--- config.mk ---
export PLATFORM = sky130hd
export DESIGN_NAME = mc_controller_flat
export DESIGN_NICKNAME = d
export VERILOG_FILES = /design/src/rtl/mc_controller_if.sv /design/src/rtl/mc_controller.sv /design/src/flat_wrapper.sv
export SDC_FILE = /design/constraint.sdc
export NUM_CORES = 1
export LEC_CHECK = 0
export CORE_ASPECT_RATIO = 1.1
export CORE_MARGIN = 2
export CORE_UTILIZATION = 26
export DETAILED_ROUTE_END_ITERATION = 12
export GPL_TIMING_DRIVEN = 1
export PLACE_DENSITY_LB_ADDON = 0.05
export SETUP_SLACK_MARGIN = 0.02
export SLEW_MARGIN = 20
export SYNTH_ARGS = -nofsm -noshare
export SYNTH_HDL_FRONTEND = slang
export SYNTH_SLANG_ARGS = --single-unit
--- constraint.sdc ---
create_clock -name clk -period 6.8 [get_ports clk]
set_input_delay 2.04 -clock clk [delete_from_list [all_inputs] [get_ports clk]]
set_output_delay 2.04 -clock clk [all_outputs]
set_load 0.02 [all_outputs]
--- src/rtl/mc_controller_if.sv ---
// -----------------------------------------------------------------------------
// mc_controller_if
// Shared instruction/data memory port of the multi-cycle MIPS control unit.
// The controller (master) raises mem_req and holds it until the memory
// (slave) answers with mem_ready in the cycle the request completes.
//
//   mem_req   master -> slave  request active, held until mem_ready
//   mem_we    master -> slave  write strobe, meaningful only with mem_req
//   i_or_d    master -> slave  0 = address from PC, 1 = from ALU result reg
//   mem_ready slave -> master  current request completes this cycle
// -----------------------------------------------------------------------------
interface mc_controller_if;
    logic mem_req;
    logic mem_we;
    logic i_or_d;
    logic mem_ready;

    modport master (
        output mem_req,
        output mem_we,
        output i_or_d,
        input  mem_ready
    );

    modport slave (
        input  mem_req,
        input  mem_we,
        input  i_or_d,
        output mem_ready
    );
endinterface

--- src/rtl/mc_controller.sv ---
// -----------------------------------------------------------------------------
// mc_controller
// Multi-cycle control unit for the MIPS core. A registered state machine
// sequences FETCH / DECODE / EXEC / MEM / WB over a single shared memory
// port, produces the per-cycle datapath strobes, halts on syscall, an
// unsupported instruction or a memory timeout, and counts retired
// instructions.
//
// Ports
//   clk, rst        rising-edge clock, synchronous active-high reset
//   mem             memory handshake (mem_req/mem_we/i_or_d out, mem_ready in)
//   op, funct       IR[31:26] and IR[5:0], valid from DECODE onward
//   alu_zero        ALU zero flag, used by beq/bne in EXEC
//   ir_we, pc_we    IR and PC write enables
//   pc_src          0 PC+4, 1 branch target, 2 jump target, 3 rs (jr)
//   aluop           ALU operation (low 4 bits meaningful)
//   alu_src         operand B = immediate
//   shift/shift_var operand A = shamt / rs[4:0]
//   usign           unsigned arithmetic (addu, addiu)
//   load_imm        lui writeback path
//   reg_we, reg_dst register write, destination rd (1) or rt (0)
//   jal             write PC+4 to $31
//   mem_to_reg      writeback from memory data register
//   halted          FSM is in HALT
//   halt_cause      0 none, 1 syscall, 2 illegal, 3 bus timeout
//   retired         completed-instruction count, wraps
// -----------------------------------------------------------------------------
module mc_controller #(
    parameter int ALUOP_W     = 4,
    parameter int MEM_TIMEOUT = 16,
    parameter int CNT_W       = 32
) (
    input  logic               clk,
    input  logic               rst,
    mc_controller_if.master    mem,
    input  logic [5:0]         op,
    input  logic [5:0]         funct,
    input  logic               alu_zero,
    output logic               ir_we,
    output logic               pc_we,
    output logic [1:0]         pc_src,
    output logic [ALUOP_W-1:0] aluop,
    output logic               alu_src,
    output logic               shift,
    output logic               shift_var,
    output logic               usign,
    output logic               load_imm,
    output logic               reg_we,
    output logic               reg_dst,
    output logic               jal,
    output logic               mem_to_reg,
    output logic               halted,
    output logic [1:0]         halt_cause,
    output logic [CNT_W-1:0]   retired
);

    typedef enum logic [2:0] {
        S_FETCH  = 3'd0,
        S_DECODE = 3'd1,
        S_EXEC   = 3'd2,
        S_MEM    = 3'd3,
        S_WB     = 3'd4,
        S_HALT   = 3'd5
    } state_e;

    typedef enum logic [3:0] {
        K_ALU, K_LW, K_SW, K_BEQ, K_BNE, K_J, K_JAL, K_JR, K_SYSCALL, K_ILLEGAL
    } kind_e;

    typedef enum logic [1:0] {
        CAUSE_NONE    = 2'd0,
        CAUSE_SYSCALL = 2'd1,
        CAUSE_ILLEGAL = 2'd2,
        CAUSE_TIMEOUT = 2'd3
    } cause_e;

    localparam logic [5:0] OP_RTYPE = 6'h00, OP_J    = 6'h02, OP_JAL  = 6'h03;
    localparam logic [5:0] OP_BEQ   = 6'h04, OP_BNE  = 6'h05, OP_ADDI = 6'h08;
    localparam logic [5:0] OP_ADDIU = 6'h09, OP_SLTI = 6'h0a, OP_ANDI = 6'h0c;
    localparam logic [5:0] OP_ORI   = 6'h0d, OP_LUI  = 6'h0f, OP_LW   = 6'h23;
    localparam logic [5:0] OP_SW    = 6'h2b;

    localparam logic [5:0] F_SLL  = 6'h00, F_SRL  = 6'h02, F_SRA     = 6'h03;
    localparam logic [5:0] F_SLLV = 6'h04, F_SRAV = 6'h07, F_JR      = 6'h08;
    localparam logic [5:0] F_SYSC = 6'h0c, F_ADD  = 6'h20, F_ADDU    = 6'h21;
    localparam logic [5:0] F_SUB  = 6'h22, F_AND  = 6'h24, F_OR      = 6'h25;
    localparam logic [5:0] F_NOR  = 6'h27, F_SLT  = 6'h2a, F_SLTU    = 6'h2b;

    // Timeout counter only needs to reach MEM_TIMEOUT-1; a waiting cycle
    // at that count is the MEM_TIMEOUT-th one and triggers the bus error.
    localparam int TMO_W     = (MEM_TIMEOUT > 1) ? $clog2(MEM_TIMEOUT + 1) : 1;
    localparam int TMO_LIMIT = (MEM_TIMEOUT > 0) ? MEM_TIMEOUT - 1 : 0;

    state_e             state_q, state_d;
    cause_e             cause_q, cause_d;
    logic [CNT_W-1:0]   retired_q, retired_d;
    logic [TMO_W-1:0]   tmo_q, tmo_d;

    kind_e              dec_kind;
    logic [3:0]         dec_alu;
    logic               dec_imm, dec_shift, dec_shvar, dec_usign;
    logic [3:0]         alu4;
    logic               mem_wait;

    // -------------------------------------------------------------------------
    // Instruction decode: classifies op/funct and yields the EXEC-stage ALU
    // controls. Anything not listed falls through to K_ILLEGAL.
    // -------------------------------------------------------------------------
    // NOTE: every variable gets a default before the case statements, so no
    // path through this combinational block can leave one unassigned (latch).
    always_comb begin
        dec_kind  = K_ILLEGAL;
        dec_alu   = 4'b0101;
        dec_imm   = 1'b0;
        dec_shift = 1'b0;
        dec_shvar = 1'b0;
        dec_usign = 1'b0;
        if (op == OP_RTYPE) begin
            case (funct)
                F_SLL:  begin dec_kind = K_ALU; dec_alu = 4'b0000; dec_shift = 1'b1; end
                F_SRL:  begin dec_kind = K_ALU; dec_alu = 4'b0010; dec_shift = 1'b1; end
                F_SRA:  begin dec_kind = K_ALU; dec_alu = 4'b0001; dec_shift = 1'b1; end
                F_SLLV: begin dec_kind = K_ALU; dec_alu = 4'b0000; dec_shvar = 1'b1; end
                F_SRAV: begin dec_kind = K_ALU; dec_alu = 4'b0001; dec_shvar = 1'b1; end
                F_JR:   dec_kind = K_JR;
                F_SYSC: dec_kind = K_SYSCALL;
                F_ADD:  dec_kind = K_ALU;
                F_ADDU: begin dec_kind = K_ALU; dec_usign = 1'b1; end
                F_SUB:  begin dec_kind = K_ALU; dec_alu = 4'b0110; end
                F_AND:  begin dec_kind = K_ALU; dec_alu = 4'b0111; end
                F_OR:   begin dec_kind = K_ALU; dec_alu = 4'b1000; end
                F_NOR:  begin dec_kind = K_ALU; dec_alu = 4'b1010; end
                F_SLT:  begin dec_kind = K_ALU; dec_alu = 4'b1011; end
                F_SLTU: begin dec_kind = K_ALU; dec_alu = 4'b1100; end
                default: ;
            endcase
        end else begin
            case (op)
                OP_ADDI:  begin dec_kind = K_ALU; dec_imm = 1'b1; end
                OP_ADDIU: begin dec_kind = K_ALU; dec_imm = 1'b1; dec_usign = 1'b1; end
                OP_ANDI:  begin dec_kind = K_ALU; dec_imm = 1'b1; dec_alu = 4'b0111; end
                OP_ORI:   begin dec_kind = K_ALU; dec_imm = 1'b1; dec_alu = 4'b1000; end
                OP_SLTI:  begin dec_kind = K_ALU; dec_imm = 1'b1; dec_alu = 4'b1011; end
                OP_LUI:   begin dec_kind = K_ALU; dec_imm = 1'b1; end
                OP_LW:    begin dec_kind = K_LW;  dec_imm = 1'b1; end
                OP_SW:    begin dec_kind = K_SW;  dec_imm = 1'b1; end
                OP_BEQ:   begin dec_kind = K_BEQ; dec_alu = 4'b0110; end
                OP_BNE:   begin dec_kind = K_BNE; dec_alu = 4'b0110; end
                OP_J:     dec_kind = K_J;
                OP_JAL:   dec_kind = K_JAL;
                default: ;
            endcase
        end
    end

    // -------------------------------------------------------------------------
    // Next-state and strobe generation.
    // -------------------------------------------------------------------------
    always_comb begin
        state_d     = state_q;
        cause_d     = cause_q;
        retired_d   = retired_q;
        tmo_d       = tmo_q;
        mem_wait    = 1'b0;
        mem.mem_req = 1'b0;
        mem.mem_we  = 1'b0;
        mem.i_or_d  = 1'b0;
        ir_we       = 1'b0;
        pc_we       = 1'b0;
        pc_src      = 2'd0;
        alu4        = 4'b0000;
        alu_src     = 1'b0;
        shift       = 1'b0;
        shift_var   = 1'b0;
        usign       = 1'b0;
        load_imm    = 1'b0;
        reg_we      = 1'b0;
        reg_dst     = 1'b0;
        jal         = 1'b0;
        mem_to_reg  = 1'b0;
        halted      = 1'b0;

        case (state_q)
            S_FETCH: begin
                mem.mem_req = 1'b1;
                if (mem.mem_ready) begin
                    ir_we   = 1'b1;
                    pc_we   = 1'b1;
                    state_d = S_DECODE;
                end else begin
                    mem_wait = 1'b1;
                end
            end
            S_DECODE: begin
                case (dec_kind)
                    K_SYSCALL: begin state_d = S_HALT; cause_d = CAUSE_SYSCALL; end
                    K_ILLEGAL: begin state_d = S_HALT; cause_d = CAUSE_ILLEGAL; end
                    default:   state_d = S_EXEC;
                endcase
            end
            S_EXEC: begin
                alu4      = dec_alu;
                alu_src   = dec_imm;
                shift     = dec_shift;
                shift_var = dec_shvar;
                usign     = dec_usign;
                case (dec_kind)
                    K_ALU:       state_d = S_WB;
                    K_LW, K_SW:  state_d = S_MEM;
                    K_BEQ: begin pc_we = alu_zero;  pc_src = 2'd1; state_d = S_FETCH; end
                    K_BNE: begin pc_we = ~alu_zero; pc_src = 2'd1; state_d = S_FETCH; end
                    K_J:   begin pc_we = 1'b1;      pc_src = 2'd2; state_d = S_FETCH; end
                    K_JAL: begin
                        pc_we   = 1'b1;
                        pc_src  = 2'd2;
                        reg_we  = 1'b1;
                        jal     = 1'b1;
                        state_d = S_FETCH;
                    end
                    K_JR:  begin pc_we = 1'b1;      pc_src = 2'd3; state_d = S_FETCH; end
                    default:     state_d = S_FETCH;
                endcase
            end
            S_MEM: begin
                mem.mem_req = 1'b1;
                mem.i_or_d  = 1'b1;
                mem.mem_we  = (dec_kind == K_SW);
                if (mem.mem_ready) begin
                    state_d = (dec_kind == K_SW) ? S_FETCH : S_WB;
                end else begin
                    mem_wait = 1'b1;
                end
            end
            S_WB: begin
                reg_we     = 1'b1;
                reg_dst    = (op == OP_RTYPE);
                mem_to_reg = (dec_kind == K_LW);
                load_imm   = (op == OP_LUI);
                state_d    = S_FETCH;
            end
            S_HALT: halted = 1'b1;
            default: state_d = S_FETCH;
        endcase

        // A completing mem_ready clears mem_wait, so it beats the limit.
        if ((MEM_TIMEOUT != 0) && mem_wait && (tmo_q == TMO_W'(TMO_LIMIT))) begin
            state_d = S_HALT;
            cause_d = CAUSE_TIMEOUT;
        end

        // The only transitions back to FETCH are instruction completions.
        if ((state_d == S_FETCH) && (state_q inside {S_EXEC, S_MEM, S_WB})) begin
            retired_d = retired_q + CNT_W'(1);
        end

        // Any state change starts a fresh wait window.
        if (state_d != state_q) begin
            tmo_d = '0;
        end else if (mem_wait) begin
            tmo_d = tmo_q + TMO_W'(1);
        end

        // The state register still holds its pre-reset value during the
        // reset cycle, so the strobes are forced quiet combinationally.
        if (rst) begin
            mem.mem_req = 1'b0;
            mem.mem_we  = 1'b0;
            mem.i_or_d  = 1'b0;
            ir_we       = 1'b0;
            pc_we       = 1'b0;
            pc_src      = 2'd0;
            alu4        = 4'b0000;
            alu_src     = 1'b0;
            shift       = 1'b0;
            shift_var   = 1'b0;
            usign       = 1'b0;
            load_imm    = 1'b0;
            reg_we      = 1'b0;
            reg_dst     = 1'b0;
            jal         = 1'b0;
            mem_to_reg  = 1'b0;
            halted      = 1'b0;
        end
    end

    // NOTE: registers use non-blocking assignments so every flop samples the
    // pre-edge value of its _d input regardless of statement order.
    always_ff @(posedge clk) begin
        if (rst) begin
            state_q   <= S_FETCH;
            cause_q   <= CAUSE_NONE;
            retired_q <= '0;
            tmo_q     <= '0;
        end else begin
            state_q   <= state_d;
            cause_q   <= cause_d;
            retired_q <= retired_d;
            tmo_q     <= tmo_d;
        end
    end

    assign aluop      = ALUOP_W'(alu4);
    assign halt_cause = cause_q;
    assign retired    = retired_q;

endmodule

--- src/flat_wrapper.sv ---
// flat-port wrapper written by rule: the top's interface ports become plain ports
module mc_controller_flat 
#(
    parameter int ALUOP_W     = 4,
    parameter int MEM_TIMEOUT = 16,
    parameter int CNT_W       = 32
)
  (clk, rst, op, funct, alu_zero, ir_we, pc_we, pc_src, aluop, alu_src, shift, shift_var, usign, load_imm, reg_we, reg_dst, jal, mem_to_reg, halted, halt_cause, retired, mem_mem_req, mem_mem_we, mem_i_or_d, mem_mem_ready);
  mc_controller_if mem_i ();
  input  logic clk;
  input  logic rst;
  input  logic [5:0] op;
  input  logic [5:0] funct;
  input  logic alu_zero;
  output logic ir_we;
  output logic pc_we;
  output logic [1:0] pc_src;
  output logic [ALUOP_W-1:0] aluop;
  output logic alu_src;
  output logic shift;
  output logic shift_var;
  output logic usign;
  output logic load_imm;
  output logic reg_we;
  output logic reg_dst;
  output logic jal;
  output logic mem_to_reg;
  output logic halted;
  output logic [1:0] halt_cause;
  output logic [CNT_W-1:0] retired;
  output wire logic [$bits(mem_i.mem_req)-1:0] mem_mem_req;
  output wire logic [$bits(mem_i.mem_we)-1:0] mem_mem_we;
  output wire logic [$bits(mem_i.i_or_d)-1:0] mem_i_or_d;
  input wire logic [$bits(mem_i.mem_ready)-1:0] mem_mem_ready;
  assign mem_mem_req = mem_i.mem_req;
  assign mem_mem_we = mem_i.mem_we;
  assign mem_i_or_d = mem_i.i_or_d;
  assign mem_i.mem_ready = mem_mem_ready;
  mc_controller #(.ALUOP_W(ALUOP_W), .MEM_TIMEOUT(MEM_TIMEOUT), .CNT_W(CNT_W)) u_core (.clk(clk), .rst(rst), .mem(mem_i), .op(op), .funct(funct), .alu_zero(alu_zero), .ir_we(ir_we), .pc_we(pc_we), .pc_src(pc_src), .aluop(aluop), .alu_src(alu_src), .shift(shift), .shift_var(shift_var), .usign(usign), .load_imm(load_imm), .reg_we(reg_we), .reg_dst(reg_dst), .jal(jal), .mem_to_reg(mem_to_reg), .halted(halted), .halt_cause(halt_cause), .retired(retired));
endmodule
==> results by group, run 1 <==
Clock tree
  – Clock Latency Late Sink: 280 ps
  – CTS root buffer: clkbuf_16
  – Total CTS buffers: 5
  – CTS Buffer Depth: 2
  – CTS Sinks: 42
  – CTS tree: built
  – Hold buffers post-CTS: 0
  – H-Tree Depth: 2
  – Clock transition at the registers of the reported paths: 60 ps

Drt
  – Vias: 3422
  – Remaining antenna violation count: 0
  – Initial DRC count: 133
  – Vias per cell: 5.32
  – First-pass DRT Iterations: 4
  – Total Routed Length: 10300 microns
  – # DRC: 0
  – WL/cell: 16.0 microns

STA
  – Final min period: 6650 ps
  – Final hold viol count: 0
  – Fin. max-slew vios: 0
  – Rel. slew slack: 38.1%
  – Setup Viol. Count Final: 0
  – RSZ-0062 raised after global routing: no
  – Actual slew at the worst max-slew pin: 928 ps
  – Period utilisation layout: 97.8%
  – FMAX: 150 MHz
  – Setup TNS: 0 ps
  – Setup Skew: 2.34 ps

Floorplan
  – IO Count: 71
  – CORE AREA: 0.0115 sq mm
  – Die footprint: 0.0128 sq mm
  – Die Wd: 108 microns
  – Initial core utilization: 26.8%
  – Row Count: 41
  – Die H: 118 microns

Synth
  – Yosys warnings: 0
  – Syn Inst Count: 417
  – Synth Cell Area: 0.00310 sq mm
  – Post-synth EDFFs: 0
  – Seq/Total Area, Yosys: 27.1%
  – Library cells used by synthesis: 61
  – Top_reg_cell synth: dfxtp_1
  – FF+latch count, synth: 42
  – Ys async rst share: 0%
  – Syn avg cell area: 7.43 sq um
  – Post-Syn Nets: 436

Power and ir drop
  – Pwr dens: 144 mW/mm^2
  – Design Power: 0.000605 W
  – Leak: 1.43 nW
  – Maximum vdd ir drop: 0.0824 mV

Setup path
  – Worst Setup Start Kind: input port
  – WS Path Type: input port to primary output
  – Critical path endpoint category: primary output
  – Worst path required time: 4760 ps
  – CP arrival: 4610 ps
  – Worst Path Max Fanout: 9

Cells and area
  – Most common cell after layout, fill and taps aside: clkdlybuf4s50_1
  – Filler cell count: 1250
  – Synth-to-Final Area Change: 36.0%
  – Antenna cells: 0
  – Post-route cell area: 0.00421 sq mm
  – Nets: 513
  – Ratio of cells with drive above 1 in the final layout: 10.3%
  – Core Util, Final: 36.5%
  – Most frequent cells in the layout: 67 x clkdlybuf4s50_1, 47 x a21oi_1, 42 x nand2_1, 42 x dfxtp_1, 32 x nor2_1

Place
  – Final Wtd Congestion: 0.845
  – Placed Area: 0.00405 sq mm
  – Hpwl dp: 7670 microns
  – I/O Buffers: 70

GRT
  – Antenna violations before repair: 0
  – Largest net degree at the start of global routing: 50
  – First-pass GRT wire length: 16800 microns
  – Global Route Usage Sum: 16.1%
  – Grt total ovfl: 0
  – Vias in the first global route: 3350

Run
  – Number of max-cap violations: 0

Run status
  – Outcome: completed

Worst hold path
  – Hold crit path type: flop to flop
==> repair_timing <==
action                                  4_1_cts  5_1_grt
endpoints found under the setup margin        0        5
buffers inserted                              0        0
resized for setup                             0        7
==> kinds of logic after synthesis <==
group | Yosys count | synth area share [%]
muxes | 7 | 2.38
AOI/OAI and AO/OA | 122 | 25.4
buffers and inverters | 38 | 6.34
xor gates and xnor gates | 8 | 2.26
and+or+nand+nor | 197 | 35.3
DFF | 42 | 27.1
adders and majority gates | 3 | 1.21
==> per-layer routing <==
layer / GRT usage (%) / up-vias / share of wire, %
met5: 0 / - / 0
met4: 3.93 / 0 / 0.85
met3: 2.98 / 5 / 4.3
met2: 28.3 / 63 / 50
met1: 20.0 / 1641 / 45
li1: - / 1713 / -
==> final timing paths <==
| kind | from | end | slack (ps) | cells past startpoint |
|---|---|---|---|---|
| max | funct[3] | pc_src[0] | 150 | 10 |
| min | u_core.retired[31]$_SDFFE_PP0P_ | u_core.retired[31]$_SDFFE_PP0P_ | 490 | 2 |
| max reg2reg | u_core.retired[7]$_SDFFE_PP0P_ | u_core.retired[30]$_SDFFE_PP0P_ | 4290 | 7 |
| min reg2reg | u_core.retired[31]$_SDFFE_PP0P_ | u_core.retired[31]$_SDFFE_PP0P_ | 490 | 2 |
==> power breakdown <==
part | internal [W] | leakage, nW | switching, W
Sequential | 0.000250 | 0.339 | 0.00000595
Clock | 0.000142 | 0.0688 | 0.0000949
Combinational | 0.0000469 | 1.02 | 0.0000656
==> stage by stage <==
stage	setup WS (ps)	instances	hold slack, ps
floorplan	728	417	509
global placement	69.8	637	476
detailed placement	53.2	637	482
CTS	31.6	643	494
global route	37.3	643	513
finish	150	643	485
==> cell type report <==
cell class                      count  area (sq um)  area share [%]
Multi-Input combinational cell    337          2080            49.4
Timing Repair Buffer              100           933            22.2
Tap cell                          150           188            4.46
Sequential cell                    42           841            20.0
Clock buffer                        6           139            3.30
Inverter                            8          30.0           0.713
==> state kept, by name, summed over array words and instances, names as in the netlist <==
| signal | count |
|---|---|
| u_core.state_q | 3 |
| u_core.tmo_q | 5 |
| u_core.halt_cause | 2 |
| u_core.retired | 32 |
==> critical path: stages <==
cell             delay [ps]
clkdlybuf4s50_1         670
nor3b_4                 310
a21oi_1                 100
o31ai_1                 200
a21oi_1                 160
buf_4                   200
nor2_1                  110
a21oi_1                  50
nor2_1                  120
clkdlybuf4s50_1         640
==> cells in the mapped netlist, drive strengths merged (2+ instances only) <==
library cell,count,area (sq um)
a21oi,47,235
dfxtp,42,841
nand2,42,158
nor2,32,120
nand3,23,115
o21ai,19,95.1
buf,18,121
o31ai,18,135
or4,17,128
nor3,14,80.1
clkbuf,12,45.0
and3,11,68.8
inv,8,30.0
nor2b,8,50.1
or3,8,50.1
and2,7,43.8
nand2b,7,43.8
a211oi,6,55.1
nand3b,6,45.0
nor4,5,31.3
a311oi,4,35.0
a31oi,4,25.0
mux2i,4,40.0
nor3b,4,35.0
o41ai,4,35.0
xnor2,4,35.0
xor2,4,35.0
a211o,3,26.3
ha,3,37.5
mux2,3,33.8
nand4b,3,41.3
a21boi,2,15.0
a21o,2,15.0
a31o,2,17.5
a32oi,2,17.5
and4,2,17.5
(Power assumes the default switching activity.)
==> run 2, diff against run 1 <==
Settings changed: PLACE_DENSITY from default to 0.45, PLACE_DENSITY_LB_ADDON 0.05 to default, REMOVE_ABC_BUFFERS from default to 1.
==> run 2 against run 1 <==
  * Maximum frequency down 0.22%
  * Setup slack got worse by 15 ps
  * Clock skew rose by 3.2 ps
  * Combinational power about the same
  * Sequential power barely moved
  * Cell count rose by 0.78%
  * First-iteration DRC count grew 35%
  * Via count is 0.88% higher
  * Die area unchanged
==> results by group, run 2 (synthesis gave the netlist of run 1 again) <==
Power and ir drop
  – Maximum vdd ir drop: 0.0836 mV
  – Leak: 1.47 nW
  – Pwr dens: 145 mW/mm^2

STA
  – Final hold viol count: 0
  – FMAX: 150 MHz
  – Final min period: 6660 ps
  – Fin. max-slew vios: 0
  – RSZ-0062 raised after global routing: no
  – Setup Skew: 5.52 ps
  – Setup Viol. Count Final: 0
  – Period utilisation layout: 98.0%
  – Actual slew at the worst max-slew pin: 944 ps
  – PnR worst setup slack: 136 ps
  – Rel. slew slack: 36.6%
  – Final hold slack: 494 ps

Floorplan
  – Die Wd: 108 microns
  – Die H: 118 microns
  – Initial core utilization: 26.8%
  – Row Count: 41
  – IO Count: 71
  – CORE AREA: 0.0115 sq mm
  – Die footprint: 0.0128 sq mm

Clock tree
  – Clock Latency Late Sink: 290 ps
  – CTS tree: built
  – H-Tree Depth: 2
  – Total CTS buffers: 5
  – Clock transition at the registers of the reported paths: 70 ps
  – CTS root buffer: clkbuf_16
  – CTS Buffer Depth: 2
  – Hold buffers post-CTS: 0
  – CTS Sinks: 42

Cells and area
  – Finished Layout Cells: 648
  – Core Util, Final: 36.8%
  – Most frequent cells in the layout: 64 x clkdlybuf4s50_1, 47 x a21oi_1, 42 x nand2_1, 42 x dfxtp_1, 33 x buf_4
  – Antenna cells: 0
  – Synth-to-Final Area Change: 37.0%
  – Most common cell after layout, fill and taps aside: clkdlybuf4s50_1
  – Ratio of cells with drive above 1 in the final layout: 10.8%
  – Nets: 516
  – Register Area: 841 sq um
  – Filler cell count: 1211
  – Multi-input gate area: 0.00207 sq mm
  – Max reg flops: 32

Drt
  – Remaining antenna violation count: 0
  – Initial DRC count: 179
  – Total Routed Length: 9900 microns
  – First-pass DRT Iterations: 4
  – WL/cell: 15.3 microns
  – # DRC: 0
  – Vias: 3452
  – Vias per cell: 5.33

Worst hold path
  – Hold Crit Start: u_core.retired[20]$_SDFFE_PP0P_
  – Hold Path Sink: u_core.retired[20]$_SDFFE_PP0P_
  – Hold crit path type: flop to flop
  – Cell depth of the worst hold path: 2

Setup path
  – FF-to-FF path depth: 6
  – CP max stage delay: 610 ps
  – Critical path endpoint category: primary output
  – Worst path required time: 4760 ps
  – Critical Path, Cell by Cell: clkdlybuf4s50_1, buf_4, nand3b_1, nor3_1, a21oi_1, and2_1, buf_4, nor2_1, clkdlybuf4s50_1
  – Reg2reg setup slack: 4110 ps
  – CP arrival: 4620 ps
  – CP max stage cell: clkdlybuf4s50_1
  – Critical path buffers and inverters: 4
  – FF-to-FF Start: u_core.retired[2]$_SDFFE_PP0P_
  – WS Path Type: input port to primary output
  – RR Endpoint: u_core.retired[14]$_SDFFE_PP0P_
  – CP top delay family: buffers and inverters
  – Worst Path Max Fanout: 9
  – Worst Setup Start Kind: input port

Place
  – Final Wtd Congestion: 0.806
  – Hpwl dp: 7390 microns
  – Pre-CTS setup slack: -0.651 ps
  – Placed Instances: 640
  – I/O Buffers: 70

Run
  – Number of max-cap violations: 0

GRT
  – Antenna violations before repair: 0
  – Vias in the first global route: 3177
  – Grt total ovfl: 0
  – Global Route Usage Sum: 15.2%
  – First-pass GRT wire length: 16000 microns
  – Largest net degree at the start of global routing: 50

Run status
  – Outcome: completed
[run 2: cell count changes in the layout (fill, tap and decap cells not counted), moves of 2 or more]
cell and delta:
clkdlybuf4s50_1 -3, clkinvlp_4 +2, buf_4 +3, nor3_2 -3
nor3_1 +2, dlymetal6s2s_1 +3
[run 2: layer usage]
layer  global-route usage, %  up-vias  part of all wire (%)
met4                    2.80        0                  0.66
met2                    24.0       59                    47
met5                       0        -                     0
li1                        -     1725                     -
met3                    2.48        6                   3.6
met1                    21.9     1662                    49
[run 2: repair_timing]
action                     in CTS  in global routing
cloned                          0                  0
pin swaps                       0                  1
setup buffers                   0                  0
setup endpoints to repair       1                  5
resized for setup               1                  7
[run 2: power breakdown]
group	total, W	internal (W)	switching, W
registers	0.000256	0.000250	0.00000608
logic	0.000113	0.0000482	0.0000652
clock network	0.000248	0.000138	0.000110
total	0.000617	0.000435	0.000182
[run 2: cell type report]
| class | instances | area share [%] |
|---|---|---|
| inverter | 8 | 0.708 |
| clock buffer | 5 | 2.95 |
| timing repair buffer | 103 | 22.7 |
| clock inverter | 3 | 0.560 |
| sequential | 42 | 19.8 |
| multi-input combinational | 337 | 48.8 |
| tap | 150 | 4.42 |
[run 2: per-stage QoR]
stage                     TNS (ps)  instance area [sq um]  power, W
after global routing             0                   4240  0.000646
final                            0                   4240  0.000617
after detailed placement    -0.651                   4070  0.000374
after CTS                        0                   4220  0.000624
after floorplan                  0                   2930  0.000313
after global placement        -137                   4070  0.000374
[run 2: worst max path at each step]
| stage | startpoint | depth (start not counted) | end |
|---|---|---|---|
| 2_1_floorplan | op[3] | 6 | reg_we |
| 3_3_place_gp | op[5] | 9 | pc_src[0] |
| 3_5_place_dp | op[5] | 9 | pc_src[0] |
| 4_1_cts | op[5] | 9 | pc_src[0] |
| 5_1_grt | op[1] | 9 | pc_we |
| 6_report | op[1] | 9 | pc_src[1] |
[run 2: worst reg2reg max path, delay by kind of cell (launching register included)]
kind | cells | cell delay, ps
flip-flops | 1 | 410
AO/OA/AOI/OAI | 1 | 830
multiplexers | 1 | 340
AND/OR/NAND/NOR | 4 | 1010
